### config.mk
export PLATFORM = sky130hd
export DESIGN_NAME = rf_mac_sequencer
export DESIGN_NICKNAME = d
export VERILOG_FILES = /design/src/rtl/rf_mac_sequencer.sv
export SDC_FILE = /design/constraint.sdc
export NUM_CORES = 1
export LEC_CHECK = 0
export ABC_CLOCK_PERIOD_IN_PS = 18930
export CAP_MARGIN = 40
export CORE_ASPECT_RATIO = 0.7
export CORE_MARGIN = 2
export CORE_UTILIZATION = 55
export DETAILED_ROUTE_END_ITERATION = 6
export PLACE_DENSITY_LB_ADDON = 0.05
export SLEW_MARGIN = 30
export SYNTH_ARGS = -nofsm -noshare
export SYNTH_HDL_FRONTEND = slang
export SYNTH_SLANG_ARGS = --single-unit
### constraint.sdc
create_clock -name clock -period 18.93 [get_ports clock]
set_input_delay 5.679 -clock clock [delete_from_list [all_inputs] [get_ports clock]]
set_output_delay 5.679 -clock clock [all_outputs]
set_load 0.01 [all_outputs]
### src/rtl/rf_mac_sequencer.sv
// Purpose: borrows the register-file ports from the core and computes sum(A[i]*B[i]) into MAC_REG.
// Latency: len+3 cycles from start to done with grant held high; len==0 completes in 1 cycle.
// Backpressure: rf_gnt low stalls REQ and RUN in place; the WRITE beat commits regardless of grant.
module rf_mac_sequencer #(
   parameter int DATA_W  = 32,
   parameter int ADDR_W  = 5,
   parameter int MAC_REG = 17
) (
   input  logic              clock,
   input  logic              rst,
   input  logic              start,
   input  logic [ADDR_W-1:0] src_a,
   input  logic [ADDR_W-1:0] src_b,
   input  logic [ADDR_W-1:0] len,
   input  logic              acc_mode,
   input  logic [DATA_W-1:0] mac_in,
   output logic              busy,
   output logic              done,
   output logic              rf_req,
   input  logic              rf_gnt,
   output logic [ADDR_W-1:0] Read_Reg1,
   output logic [ADDR_W-1:0] Read_Reg2,
   input  logic [DATA_W-1:0] Read_Data1,
   input  logic [DATA_W-1:0] Read_Data2,
   output logic              RegWrite,
   output logic [ADDR_W-1:0] Write_Reg,
   output logic [DATA_W-1:0] writeData
);

   typedef enum logic [2:0] {
      S_IDLE  = 3'd0,
      S_REQ   = 3'd1,
      S_RUN   = 3'd2,
      S_WRITE = 3'd3,
      S_DONE  = 3'd4
   } state_t;

   state_t            state, state_nxt;
   logic [DATA_W-1:0] acc, acc_nxt;
   logic [ADDR_W-1:0] idx, idx_nxt;
   logic [ADDR_W-1:0] a_q, a_nxt;
   logic [ADDR_W-1:0] b_q, b_nxt;
   logic [ADDR_W-1:0] len_q, len_nxt;
   logic              mode_q, mode_nxt;
   logic [DATA_W-1:0] prod;

   // Only the low DATA_W bits of the product are kept; overflow wraps silently.
   assign prod      = Read_Data1 * Read_Data2;
   assign Write_Reg = ADDR_W'(MAC_REG);

   // State and operand registers; reset clears everything so no write can follow.
   always_ff @(posedge clock) begin
      if (rst) begin
         state  <= S_IDLE;
         acc    <= '0;
         idx    <= '0;
         a_q    <= '0;
         b_q    <= '0;
         len_q  <= '0;
         mode_q <= 1'b0;
      end else begin
         state  <= state_nxt;
         acc    <= acc_nxt;
         idx    <= idx_nxt;
         a_q    <= a_nxt;
         b_q    <= b_nxt;
         len_q  <= len_nxt;
         mode_q <= mode_nxt;
      end
   end

   // Next-state, datapath updates and port control for the borrowed register-file ports.
   always_comb begin
      state_nxt = state;
      acc_nxt   = acc;
      idx_nxt   = idx;
      a_nxt     = a_q;
      b_nxt     = b_q;
      len_nxt   = len_q;
      mode_nxt  = mode_q;
      busy      = 1'b0;
      done      = 1'b0;
      rf_req    = 1'b0;
      Read_Reg1 = '0;
      Read_Reg2 = '0;
      RegWrite  = 1'b0;
      writeData = '0;
      case (state)
         S_IDLE: begin
            if (start) begin
               if (len != '0) begin
                  a_nxt     = src_a;
                  b_nxt     = src_b;
                  len_nxt   = len;
                  mode_nxt  = acc_mode;
                  idx_nxt   = '0;
                  state_nxt = S_REQ;
               end else begin
                  // Empty vector: report completion without touching the ports.
                  state_nxt = S_DONE;
               end
            end
         end
         S_REQ: begin
            busy   = 1'b1;
            rf_req = 1'b1;
            if (rf_gnt) begin
               acc_nxt   = mode_q ? mac_in : '0;
               state_nxt = S_RUN;
            end
         end
         S_RUN: begin
            busy      = 1'b1;
            rf_req    = 1'b1;
            // Index arithmetic is ADDR_W wide, so addresses wrap 31 -> 0.
            Read_Reg1 = a_q + idx;
            Read_Reg2 = b_q + idx;
            if (rf_gnt) begin
               acc_nxt = acc + prod;
               idx_nxt = idx + 1'b1;
               if (idx == len_q - 1'b1) begin
                  state_nxt = S_WRITE;
               end
            end
         end
         S_WRITE: begin
            busy      = 1'b1;
            rf_req    = 1'b1;
            // A reset arriving in this cycle must suppress the commit.
            RegWrite  = ~rst;
            writeData = rst ? '0 : acc;
            state_nxt = S_DONE;
         end
         S_DONE: begin
            done      = 1'b1;
            state_nxt = S_IDLE;
         end
         default: begin
            state_nxt = S_IDLE;
         end
      endcase
   end

endmodule

# Word level (Yosys, flattened, before mapping)
# Cells that the tools add are included.
dict set report op_classes {
  addsub 5
  muxes 21
  shifts 0
  n_eq_ne 10
  bitwise_logic 1
  reduce_logical 9
  n_mul 1
  n_div 0
  order_cmp 0
}
# op count
set ops {}
lappend ops {{$mux 32} 5}
lappend ops {{$pmux 32 s2} 1}
lappend ops {{$add 32x32->32} 1}
lappend ops {{$mul 32x32->32} 1}
lappend ops {{$mux 5} 5}
lappend ops {{$mux 3} 5}
lappend ops {{$pmux 3 s4} 1}
lappend ops {{$add 5x5->5} 2}
lappend ops {{$ne 2x2->1 const B} 5}
lappend ops {{$pmux 5 s2} 1}
lappend ops {{$reduce_and 4->1} 2}
lappend ops {{$eq 3x2->1 const B} 2}
lappend ops {{$reduce_and 3->1} 2}
lappend ops {{$add 5x1->5 const B} 1}
lappend ops {{$eq 5x5->1} 1}
lappend ops {{$reduce_bool 5->1} 1}
lappend ops {{$sub 5x1->5 const B} 1}
lappend ops {{$reduce_bool 2->1} 2}
lappend ops {{$eq 3x1->1 const B} 1}
lappend ops {{$eq 3x3->1 const B} 1}
lappend ops {{$logic_not 3->1} 1}
lappend ops {{$mux 1} 3}
lappend ops {{$reduce_or 3->1} 1}
lappend ops {{$not 1->1} 1}
dict set report totals {
  romBits 0
  mem_count 0
  elab_cells 54
  regBits 56
  ram_bits 0
  input_bits 116
  output_inout_bits 51
  latch_bits 0
}

# Logic depth before layout (Yosys ltp)
# Gate-level depths: netlist of run 1.
dict set report depth {
  depth_word 5
  depth_mapped 29
  depth_no_buf 27
}

# Worst setup path after synthesis of run 1
# Ideal clock, no wire load.
dict set report synth_path {
  kind {input port to flip-flop}
  start {in Read_Data1[12]}
  end {reg acc[31]}
  setup_time_ns 0.103
  setup_slack_ns 6.478
  required_time_ns 18.827
  path_stages 27
  arrival_ns 12.349
  n_path_buf 2
  cell_sequence {clkbuf_1 clkbuf_1 and2_1 fa_1 fa_1 fa_1 inv_1 fa_1 inv_1 fa_1 inv_1 fa_1 inv_1 fa_1 inv_1 fa_1 inv_1 ha_1 a21oi_1 nor4b_1 a311o_1 a211oi_2 o21ai_2 a311oi_1 o21bai_1 xnor2_1 a2111oi_2}
}
dict set report synth_between {
  elab_chain_len 4
}
# element line
set synth_lines {}
lappend synth_lines {{start: declaration} 23} ;# input logic [DATA_W-1:0] Read_Data1,
lappend synth_lines {{$mul 32x32->32} 48} ;# assign prod = Read_Data1 * Read_Data2;
lappend synth_lines {{$add 32x32->32} 119} ;# acc_nxt = acc + prod;
lappend synth_lines {{$mux 32} 118} ;# if (rf_gnt) begin
lappend synth_lines {{$pmux 32 s2} 88} ;# case (state)
lappend synth_lines {{end signal: assignment} 63} ;# acc <= acc_nxt;
lappend synth_lines {{end: declaration} 39} ;# logic [DATA_W-1:0] acc, acc_nxt;
# No other way between the ends. The select of a mux whose other input is x is not followed.
# A chain may end at the register's enable or synchronous reset.

# Final worst setup path of run 1
dict set report layout_path {
  start {in Read_Data1[14]}
  end {reg acc[31]}
}
# The elaborated chain is that of the path after synthesis.

==> results of run 1 <==
[layout by cell type (no fill, tap or decap), drive strengths merged, types with 38 or more instances in the layout]
| cell type | n |
|---|---|
| a21oi | 45 |
| and2 | 336 |
| buf | 38 |
| clkdlybuf4s50 | 157 |
| dfxtp | 56 |
| fa | 440 |
| ha | 134 |
| inv | 492 |
| nand2 | 273 |
| nor2 | 46 |
| xnor2 | 78 |
[final timing paths]
kind / start / end / slack [ns]
worst max-delay path: Read_Data1[14] / acc[31]$_SDFFE_PP0P_ / 5.56
worst min-delay path: b_q[3]$_SDFFE_PP0P_ / b_q[3]$_SDFFE_PP0P_ / 0.46
worst max register to register: acc[21]$_SDFFE_PP0P_ / acc[31]$_SDFFE_PP0P_ / 11.72
worst min register to register: b_q[3]$_SDFFE_PP0P_ / b_q[3]$_SDFFE_PP0P_ / 0.46
[state kept, by name, indices dropped and copies added (netlist names)]
register / count
a_q: 5
acc: 32
b_q: 5
idx: 5
len_q: 5
mode_q: 1
state: 3
[layout make-up]
class | count | share of cell area, %
Multi-Input combinational cell | 1601 | 74.5
Timing Repair Buffer | 195 | 8.71
Inverter | 492 | 8.34
Sequential cell | 56 | 5.06
Tap cell | 480 | 2.71
Clock buffer | 6 | 0.582
Clock inverter | 2 | 0.0735
[cell families after synthesis]
| kind of cell | Yosys count | share of synthesized area [%] |
|---|---|---|
| compound gates | 166 | 5.86 |
| xor+xnor | 103 | 4.56 |
| fa+ha+maj | 574 | 52.5 |
| buf+inv | 620 | 11.8 |
| flops | 56 | 5.62 |
| mux | 2 | 0.100 |
| other cells | 2 | 0.0376 |
| simple gates | 751 | 19.5 |
[routing by layer]
layer / vias to the layer above / wire length (um)
met1: 7793 / 24900
met2: 536 / 25500
met5: - / 0
li1: 6896 / -
met3: 81 / 3790
met4: 0 / 1260
[worst register-to-register path: cells and delay by family, from the launching register on]
| kind | cells | cell delay [ns] |
|---|---|---|
| simple gates | 1 | 0.09 |
| compound gates | 7 | 1.75 |
| buf+inv | 6 | 0.39 |
| flops | 1 | 0.31 |
| xor+xnor | 1 | 0.15 |
| fa+ha+maj | 9 | 4.42 |
[metrics by stage]
step / utilization, % / hold slack, ns
floorplan: - / 0.440
global placement: 60.8 / 0.450
detailed placement: 61.2 / 0.453
CTS: 61.6 / 0.464
global route: 61.8 / 0.492
finish: 61.8 / 0.463
==> summary.txt, run 1 <==
Run status
  – Outcome: finished clean

Timing
  – Slew @ Worst Pin: 0.921 ns
  – Min Tclk post-route: 13.37 ns
  – Slew headroom: 38.4%
  – Final period util: 70.6%
  – Final Skew: 0.00451 ns
  – Max Freq: 0.0748 GHz
  – Slew Viols, Final: 0
  – Slack of the critical path: 5.56 ns
  – Hold Fails Final Rpt: 0
  – Setup TNS: 0 ns
  – Unrepaired setup endpoints after global routing: no
  – Setup Viol. Count Final: 0

Hold path
  – Worst hold path cell count: 2
  – Hold crit path type: flop to flop

Logic synthesis
  – Synth cell types: 61
  – Synth area leaders: fa_1, and2_1, inv_1
  – Cell Area, Synth: 0.0200 sq mm
  – Post-Syn Instances: 2274
  – Number of synthesized register bits: 56
  – Cell with the most instances after synthesis: inv_1
  – Ys async rst share: 0%
  – Predominant post-synthesis flop cell: dfxtp_1
  – Post-synth EDFFs: 0
  – Syn. warnings: 0
  – Sequential fraction of the synthesis area: 5.62%
  – Synth top area share: 44.1%
  – Dominant cell type by area after synthesis: fa_1
  – Syn Area/Cell: 8.78 sq um
  – Top post-synthesis cells by count: inv_1, fa_1, and2_1

Setup path
  – Worst path slowest cell: clkdlybuf4s50_1
  – WP data required: 19.13 ns
  – CP Capture Type: flop
  – Worst path bufs/invs: 7
  – Most common cell on crit path: fa_1
  – Crit-path max FO: 18
  – Arr. time, crit path: 13.57 ns
  – Startpoint type of the worst setup path: input pin
  – Worst Reg2Reg Path Length in Cells: 24
  – Crit path max-delay family: adder cells
  – Max stage delay on crit path: 1.07 ns
  – Crit. path cell count: 26
  – Setup CP Type: input pin to flop

Drt
  – DRC Markers: 0
  – Final wirelength: 55500 um
  – Iteration count of the initial detailed-routing pass: 5
  – Antenna-violating nets left: 0
  – Drt wl/cell: 19.6 um
  – Starting DRT DRC Count: 1149
  – Drt via density: 5.40
  – DR vias: 15.3k

Global routing
  – Met1 usage: 44.6%
  – Number of global-route vias before repair: 16.5k
  – GRT Residual Overflow: 0
  – M3 GR Usage: 4.99%
  – Initial antenna violation count: 1
  – First-pass GRT wire length: 90700 um
  – All-layer global routing usage: 31.0%
  – Largest net degree at the start of global routing: 78
  – Grt peak-use layer: met2
  – GR Util met2: 49.6%

Clock network
  – Clock Root Buffer: clkbuf_16
  – Clock transition at path regs: 0.08 ns
  – CTS sink count: 56
  – Hold-fix buffers, CTS: 0
  – CTS Buffer Depth: 2
  – Postcts setup bufs: 0
  – TritonCTS Buffers: 5
  – Worst skew pair latency: 0.30 ns
  – Post-cts sizing count: 0
  – # H-tree levels: 2
  – CTS tree: done

Die
  – Die area: 0.0378 sq mm
  – Row Count: 58
  – Die width: 232 um
  – Die Y: 163 um
  – Core area: 0.0358 sq mm
  – Initial Util: 55.7%
  – IO Pins: 167

Final layout
  – Inserted Diodes: 0
  – Layout area overhead: 10.9%
  – Filler instances: 3197
  – Final cell count without fillers: 2832
  – Area taken by multi-input logic gates: 0.0165 sq mm
  – Share of cells above drive strength 1: 2.59%
  – FF+latch area: 0.00112 sq mm
  – Layout Nets: 3041
  – Final instance area: 0.0221 sq mm

Job
  – # Max-Cap Violations: 0

Place
  – Gp weighted congestion: 0.910
  – Setup WS pre-CTS: 5.24 ns
  – I/O Buffers: 161
  – Post-place instance area: 0.0219 sq mm
  – Dpl hpwl: 45700 um
  – Placed cells: 2821
Power of run 1 is left out: the tool's default activity adds up to more than one toggle a clock period on the data nets, which glitch-free logic cannot reach.
==> inputs of run 2 (changes only) <==
--- a/config.mk
+++ b/config.mk
@@ -5,7 +5,7 @@
 export SDC_FILE = /design/constraint.sdc
 export NUM_CORES = 1
 export LEC_CHECK = 0
-export ABC_CLOCK_PERIOD_IN_PS = 18930
+export ABC_CLOCK_PERIOD_IN_PS = 13990
 export CAP_MARGIN = 40
 export CORE_ASPECT_RATIO = 0.7
 export CORE_MARGIN = 2
==> constraint.sdc (replaced) <==
create_clock -name clock -period 13.99 [get_ports clock]
set_input_delay 4.197 -clock clock [delete_from_list [all_inputs] [get_ports clock]]
set_output_delay 4.197 -clock clock [all_outputs]
set_load 0.01 [all_outputs]
==> run 2 against run 1 <==
Setup slack got worse by 3.5 ns. Die area unchanged. Flip-flop and latch count unchanged. Design area increased by 0.26%. First-iteration DRC count decreased by 15%. Worst hold slack improved by 0.0047 ns. Utilization increased by 0.16 points. Clock-buffer cell count unchanged. Clock skew increased by 0.0056 ns. Largest cell class unchanged.
==> summary.txt, run 2 (same netlist as run 1, synthesis figures left out) <==
Clock network
  – TritonCTS Buffers: 5
  – # H-tree levels: 2
  – CTS Buffer Depth: 2
  – CTS sink count: 56
  – CTS tree: done
  – Post-cts sizing count: 0
  – Clock Root Buffer: clkbuf_16
  – Hold-fix buffers, CTS: 0
  – Postcts setup bufs: 0
  – Worst skew pair latency: 0.31 ns
  – Clock transition at path regs: 0.08 ns

Final layout
  – Layout Nets: 3044
  – Largest register FFs: 32
  – Area taken by multi-input logic gates: 0.0165 sq mm
  – FF+latch area: 0.00112 sq mm
  – Filler instances: 3144
  – Commonest non-fill, non-tap cell in the layout: inv_1
  – Most frequent cells in the layout: inv_1, fa_1, and2_1, nand2_1, clkdlybuf4s50_1
  – Largest Register: acc
  – Layout area overhead: 11.2%
  – Share of cells above drive strength 1: 2.72%

Drt
  – Iteration count of the initial detailed-routing pass: 5
  – Antenna-violating nets left: 0
  – Drt wl/cell: 19.5 um
  – DR vias: 15.3k
  – Drt via density: 5.40
  – DRC Markers: 0
  – Final wirelength: 55400 um
  – Starting DRT DRC Count: 971

Run status
  – Outcome: finished clean

Setup path
  – Most common cell on crit path: fa_1
  – Worst Setup SP: Read_Data2[2]
  – Reg2reg end: acc[31]$_SDFFE_PP0P_
  – Worst path slowest cell: clkdlybuf4s50_1
  – Crit-path max FO: 17
  – R2r startpoint: acc[21]$_SDFFE_PP0P_
  – Setup CP Type: input pin to flop
  – WP data required: 14.19 ns
  – Startpoint type of the worst setup path: input pin
  – CP Capture Type: flop
  – Arr. time, crit path: 12.10 ns
  – Worst Reg2Reg Path Length in Cells: 24
  – Max stage delay on crit path: 0.74 ns
  – Reg2Reg Setup Slack: 6.78 ns

Timing
  – Slew @ Worst Pin: 0.906 ns
  – Unrepaired setup endpoints after global routing: no
  – Setup Viol. Count Final: 0
  – Slew headroom: 39.4%
  – Min Tclk post-route: 11.90 ns
  – Final Skew: 0.0101 ns
  – Setup TNS: 0 ns
  – Max Freq: 0.0840 GHz
  – Final period util: 85.1%
  – Hold Fails Final Rpt: 0
  – Slew Viols, Final: 0

Global routing
  – First-pass GRT wire length: 89200 um
  – All-layer global routing usage: 30.7%
  – GRT Residual Overflow: 0
  – Number of global-route vias before repair: 16.1k
  – Largest net degree at the start of global routing: 65
  – Initial antenna violation count: 0

Job
  – # Max-Cap Violations: 0

Die
  – Core area: 0.0358 sq mm
  – Die width: 232 um
  – Die area: 0.0378 sq mm
  – Initial Util: 55.7%
  – Die Y: 163 um
  – IO Pins: 167
  – Row Count: 58

Hold path
  – Worst hold path cell count: 2
  – Hold crit path type: flop to flop
  – Hold endpoint: a_q[3]$_SDFFE_PP0P_
  – Hold_sp: a_q[3]$_SDFFE_PP0P_

Place
  – Gp weighted congestion: 0.890
  – Dpl hpwl: 45900 um
  – I/O Buffers: 161
run 2: worst max path at each step:
stage,endpoint,slack (ns),depth (start not counted)
2_1_floorplan,acc[31]$_SDFFE_PP0P_,3.02,27
3_3_place_gp,acc[31]$_SDFFE_PP0P_,1.73,26
3_5_place_dp,acc[31]$_SDFFE_PP0P_,1.81,24
4_1_cts,acc[31]$_SDFFE_PP0P_,2.10,24
5_1_grt,acc[31]$_SDFFE_PP0P_,1.85,27
6_report,acc[31]$_SDFFE_PP0P_,2.09,27
run 2: cell type report:
class / count / share of cell area, %
Antenna cell: 2 / 0.0225
Clock buffer: 6 / 0.581
Clock inverter: 2 / 0.175
Inverter: 492 / 8.32
Multi-Input combinational cell: 1601 / 74.3
Sequential cell: 56 / 5.05
Tap cell: 480 / 2.71
Timing Repair Buffer: 198 / 8.85
run 2: per-stage QoR:
step / setup WS [ns] / cells / cell area [sq um] / util [%] / hold slack, ns
finish: 2.09 / 2837 / 22200 / 61.9 / 0.468
detailed placement: 1.81 / 2820 / 21900 / 61.2 / 0.457
CTS: 2.10 / 2828 / 22100 / 61.7 / 0.468
global placement: 1.73 / 2810 / 21800 / 60.8 / 0.449
global route: 1.85 / 2835 / 22200 / 61.9 / 0.489
floorplan: 3.02 / 2277 / 20000 / - / 0.440
run 2: critical path, delay by kind of cell:
kind                     cells  cell delay [ns]
XOR/XNOR                     1             0.14
adder cells (fa/ha/maj)      9             4.35
buffers and inverters        8             1.36
AO/OA/AOI/OAI                7             1.76
AND/OR/NAND/NOR              2             0.28
run 2: per-layer routing:
layer	vias to the layer above	track usage, %	routed length, um
li1	6907	-	-
met1	7881	45.7	25800
met2	494	48.1	25300
met3	50	5.01	3470
met4	0	4.95	874
met5	-	0	0
Power of run 2 is left out for the same reason.
